<file path="src/rtl/pwm_rx.sv">
// PWM capture: synchronises and deglitches pwm_in, then publishes the high time, low time and
// period of each complete cycle. A watchdog flags an input that stops toggling.
module pwm_rx #(
   parameter int CNT_WIDTH  = 16,
   parameter int FILTER_LEN = 3,
   parameter int TIMEOUT    = 2000
) (
   input  logic                 clk,
   input  logic                 n_rst,
   input  logic                 enable,
   input  logic                 pwm_in,
   output logic [CNT_WIDTH-1:0] on_time,
   output logic [CNT_WIDTH-1:0] off_time,
   output logic [CNT_WIDTH:0]   period,
   output logic                 meas_valid,
   output logic                 timeout,
   output logic                 stuck_level,
   output logic                 level,
   output logic [1:0]           fsm_state
);

   // meas_valid is a one-cycle strobe with no ready: the consumer must take the triple that cycle.
   typedef enum logic [1:0] {SETTLE = 2'd0, ARM = 2'd1, HIGH = 2'd2, LOW = 2'd3} state_t;

   localparam int FW = (FILTER_LEN > 1) ? $clog2(FILTER_LEN) : 1;
   localparam int SW = $clog2(FILTER_LEN + 2);
   localparam logic [FW-1:0]        F_LAST   = FW'(FILTER_LEN - 1);
   localparam logic [SW-1:0]        S_LAST   = SW'(FILTER_LEN + 1);
   localparam logic [CNT_WIDTH-1:0] WD_LIMIT = CNT_WIDTH'(TIMEOUT);
   localparam logic [CNT_WIDTH-1:0] CNT_MAX  = '1;

   state_t               state, state_nxt;
   logic                 sync1, s, filt, filt_d;
   logic [FW-1:0]        fcnt;
   logic [SW-1:0]        scnt;
   logic                 arm_low;
   logic [CNT_WIDTH-1:0] cnt, hi, wd;
   logic                 rise, fall, wd_hit;
   logic                 start_high, end_high, end_low, wd_fire, counting;

   // Synchroniser and glitch filter; both edges see the same delay, so widths are preserved.
   always_ff @(posedge clk or negedge n_rst) begin
      if (!n_rst) begin
         sync1  <= 1'b0;
         s      <= 1'b0;
         filt   <= 1'b0;
         filt_d <= 1'b0;
         fcnt   <= '0;
      end else begin
         sync1  <= pwm_in;
         s      <= sync1;
         filt_d <= filt;
         if (s != filt) begin
            if (fcnt == F_LAST) begin
               filt <= s;
               fcnt <= '0;
            end else begin
               fcnt <= fcnt + 1'b1;
            end
         end else begin
            fcnt <= '0;
         end
      end
   end

   assign rise      = filt & ~filt_d;
   assign fall      = ~filt & filt_d;
   assign level     = filt;
   assign wd_hit    = (wd == WD_LIMIT) && !rise && !fall;
   assign fsm_state = state;

   always_ff @(posedge clk or negedge n_rst) begin
      if (!n_rst) state <= SETTLE;
      else        state <= state_nxt;
   end

   always_comb begin
      state_nxt = state;
      case (state)
         SETTLE:  if (scnt == S_LAST) state_nxt = ARM;
         ARM:     if (rise && arm_low) state_nxt = HIGH;
         HIGH:    if (fall) state_nxt = LOW;
         LOW:     if (rise) state_nxt = HIGH;
         default: state_nxt = SETTLE;
      endcase
      if (state != SETTLE && wd_hit) state_nxt = ARM;
      if (!enable) state_nxt = SETTLE;
   end

   always_comb begin
      start_high = enable && (state == ARM) && rise && arm_low;
      end_high   = enable && (state == HIGH) && fall;
      end_low    = enable && (state == LOW) && rise;
      wd_fire    = enable && (state != SETTLE) && wd_hit;
      counting   = (state == HIGH) || (state == LOW);
   end

   always_ff @(posedge clk or negedge n_rst) begin
      if (!n_rst) begin
         scnt        <= '0;
         arm_low     <= 1'b0;
         cnt         <= '0;
         hi          <= '0;
         wd          <= '0;
         on_time     <= '0;
         off_time    <= '0;
         period      <= '0;
         meas_valid  <= 1'b0;
         timeout     <= 1'b0;
         stuck_level <= 1'b0;
      end else begin
         meas_valid <= 1'b0;

         if (state == SETTLE && enable && scnt != S_LAST) scnt <= scnt + 1'b1;
         else                                             scnt <= '0;

         // A rise only opens a measurement once the input has been seen low while armed.
         if (state == ARM) arm_low <= arm_low | ~filt;
         else              arm_low <= 1'b0;

         if (start_high || end_high || end_low) cnt <= CNT_WIDTH'(1);
         else if (!counting)                    cnt <= '0;
         else if (cnt != CNT_MAX)               cnt <= cnt + 1'b1;

         if (end_high) hi <= cnt;

         if (end_low) begin
            on_time    <= hi;
            off_time   <= cnt;
            period     <= {1'b0, hi} + {1'b0, cnt};
            meas_valid <= 1'b1;
         end

         if (!enable || state == SETTLE || rise || fall) wd <= '0;
         else if (wd != WD_LIMIT)                        wd <= wd + 1'b1;

         if (wd_fire) begin
            timeout     <= 1'b1;
            stuck_level <= filt;
         end else if (enable && state != SETTLE && rise) begin
            timeout <= 1'b0;
         end
      end
   end

endmodule

</file>
<file path="config.mk">
export PLATFORM = sky130hd
export DESIGN_NAME = pwm_rx
export DESIGN_NICKNAME = d
export VERILOG_FILES = /design/src/rtl/pwm_rx.sv
export SDC_FILE = /design/constraint.sdc
export NUM_CORES = 1
export LEC_CHECK = 0
export ABC_AREA = 1
export ABC_CLOCK_PERIOD_IN_PS = 2500
export BUFFER_PORTS_ARGS = -buffer_cell sky130_fd_sc_hd__clkbuf_2
export CAP_MARGIN = 40
export CORE_MARGIN = 3
export CORE_UTILIZATION = 64
export CTS_CLUSTER_DIAMETER = 100
export DETAILED_ROUTE_END_ITERATION = 6
export PLACE_DENSITY = 0.92
export SLEW_MARGIN = 10
export SYNTH_ARGS = -nofsm -noshare
export SYNTH_HDL_FRONTEND = slang
export SYNTH_SLANG_ARGS = --single-unit
</file>
<file path="constraint.sdc">
create_clock -name clk -period 2.5 [get_ports clk]
set_input_delay 0.5 -clock clk [delete_from_list [all_inputs] [get_ports clk]]
set_output_delay 0.5 -clock clk [all_outputs]
set_load 0.03 [all_outputs]
</file>
==> metrics.txt <==
Sink Count 112; Total GRT Usage 0.2774; PwrDens between 600 and 700 mW/mm^2; critical path arrival 2.37 ns; CTS H-Tree Depth 3; reg2reg end period[12]; setup tns final 0 ns; post-CTS sizing 0; cts hold-fix bufs 0; post-synthesis sequential area ratio 0.4778; fin nets 836; DR WL/cell between 10 and 15 um; vias per std cell 5.469; crit path kind reg2reg; postcts setup bufs 0; Post-Syn Nets ~780; CP max stage delay 0.49 ns; DR vias 5048; Root Buffer clkbuf_8; final WL 13200 um; Setup Skew roughly 0.011 ns; hpwl dp 9823 um; HP Class in2async; startpoint type of the worst setup path flip-flop; I/O Pins 59; Worst-Margin Slew 0.7174 ns; Peak Freq 0.4764 GHz; DR pass1 iterations 5; vias in the first global route just under 5000; worst path required time around 2.8 ns; gr ovfl total 0; slowest cell on the critical path dfrtp_1; buffer depth of the longest clock path 2; critical path fanouts, max 7; First DRT Iteration DRCs 319; count of cell types in the netlist 38; first-pass GRT wire length 22730 um; most frequent cells in the layout nand2_1, dfrtp_1, inv_1; row cnt 34; leakage ~3.5 nW; Setup WS pre-CTS 0.4433 ns; max-cap viol count 0; Placer Congestion 0.9265; TritonCTS Buffers 9; die area 0.01035 mm^2; Slew HR 0.5217; CTS tree built; peak supply drop 0.5619 mV; Fin. Hold Viols 0; Die Width 101.7 um; crit path time final 2.099 ns; worst-skew pair later-pin latency approximately 0.37 ns; count of final setup violators 0; fin. max-slew vios 0; Post-DRT Antenna Nets 0; fin crit share 0.8396; most common cell after layout, fill and taps aside nand2_1; Worst Slack Setup Final 0.4010 ns; Reg clk slew, reported paths 0.10 ns; core area 0.008806 mm^2; FF-to-FF path depth 11; largest net degree at the start of global routing 57; Die Y 101.7 um; reg-to-reg startpoint cnt[0]; drc violations 0; Mean Syn Cell Area 7.831 um^2; Reg2Reg Setup Slack about 0.4 ns; unrepaired setup endpoints after global routing false; Crit. End Element flip-flop; Mapped Area 0.005866 mm^2; P&R area growth vs syn 10.94%; share of post-route cells with drive strength above 1 0.1436; Starting Density 0.6661; outcome finished, final reports clean; ANT cells 0; worst path cell trace ha_1, inv_1, fa_1, inv_1, nand3_1, nand3_1, nand3_1, nand3_1, nand2_1, nand3_1, nand2_1; Synth warnings 0; most frequent cell on the critical path nand3_1; post-synthesis cell count 749; antenna violations before repair 0; flops & latches, synth 112; IO Port Bufs 58
==> cell families (layout without fill, tap and decap cells) <==
family | after synthesis | count (layout) | share of synthesized area
xor+xnor | 7 | 7 | 0.01045
buf+inv | 108 | 174 | 0.07508
fa+ha+maj | 22 | 22 | 0.04821
compound gates | 85 | 85 | 0.07551
simple gates | 415 | 415 | 0.3129
flops | 112 | 112 | 0.4778
==> cell type report <==
| cell class | count | area [um^2] |
|---|---|---|
| clock buffers | 10 | 137.6 |
| well taps | 108 | 135.1 |
| repair buffers | 63 | 355.3 |
| multi-input cells | 529 | 2623 |
| clock inverters | 6 | 90.09 |
| inverters | 95 | 364.1 |
| flip-flops and latches | 112 | 2803 |
| fillers | 684 | 2298 |
==> layer usage <==
layer  vias up  global-route usage  share of wire
met5         -                   0              0
met4         0              0.1022          0.026
met3        28             0.04614          0.042
met2       128              0.4874           0.51
met1      2395              0.3435           0.42
li1       2497                   -              -
==> worst max path at each step <==
stage	to	from	slack, ns
6_report	period[12]	cnt[0]	0.40
5_1_grt	period[12]	cnt[0]	0.18
4_1_cts	period[12]	cnt[0]	0.44
3_5_place_dp	period[12]	cnt[0]	0.44
3_3_place_gp	period[12]	cnt[0]	0.52
2_1_floorplan	period[12]	cnt[0]	0.79
==> stage by stage <==
stage	area, um^2	hold slack, ns	power [W]	std cells	util
3_5_place_dp	6280	0.3426	0.003251	907	0.7131
2_1_floorplan	5866	0.2044	0.002933	749	-
6_report	6507	0.1822	0.004418	923	0.7390
5_1_grt	6507	0.2128	0.004662	923	0.7390
3_3_place_gp	6280	0.3396	0.003196	907	0.7131
4_1_cts	6507	0.1934	0.004439	923	0.7390
==> power by group <==
group,internal [W],total [W],switching [W]
combinational,0.000313,0.00106,0.000744
clock,0.000598,0.00120,0.000606
sequential,0.00197,0.00216,0.000187
total,0.00288,0.00442,0.00154
==> sequential cells by signal, summed over array words and instances (netlist names), 2 cells and up <==
signal,cells
wd,16
hi,16
cnt,16
scnt,3
fcnt,2
period,17
on_time,16
fsm_state,2
off_time,16
==> synthesized netlist by cell type <==
library cell    n  area, um^2
inv_2           4       15.01
nand2_2         7       43.79
nand3b_1        3       22.52
nand3_2         1       10.01
nand3_1        47       235.2
nand4_1        13       81.33
o21bai_1        1       7.510
nor2_4          4       45.04
or2_2           3       18.77
clkinv_2        2       10.01
o21a_1          1       7.510
o21ai_1        40       200.2
o211a_1         1       10.01
xor2_1          3       26.28
or2_4           1       8.760
nor2_2          5       31.28
clkbuf_1        3       11.26
buf_4           1       7.510
a21oi_2         1       8.760
nor2_1         57       214.0
buf_2           7       35.03
a21oi_1        15       75.07
inv_1          87       326.6
buf_6           2       22.52
xnor2_1         4       35.03
fa_1            1       20.02
ha_1           21       262.8
nor3_1         17       85.08
and2_1          2       12.51
o21ai_0        25       125.1
nor3_2          1       10.01
nor3_4          2       32.53
inv_4           2       12.51
nand2_4         3       33.78
nand3b_4        1       20.02
nand2_1       248       930.9
o21ai_2         1       8.760
dfrtp_1       112        2803
==> critical path: cells and delay by family (launching register included) <==
kind | cells | cell delay [ns]
adder cells (fa/ha/maj) | 2 | 0.67
buffers and inverters | 2 | 0.18
flip-flops | 1 | 0.49
AND/OR/NAND/NOR | 7 | 0.66
Power figures use the tool's default switching activity.
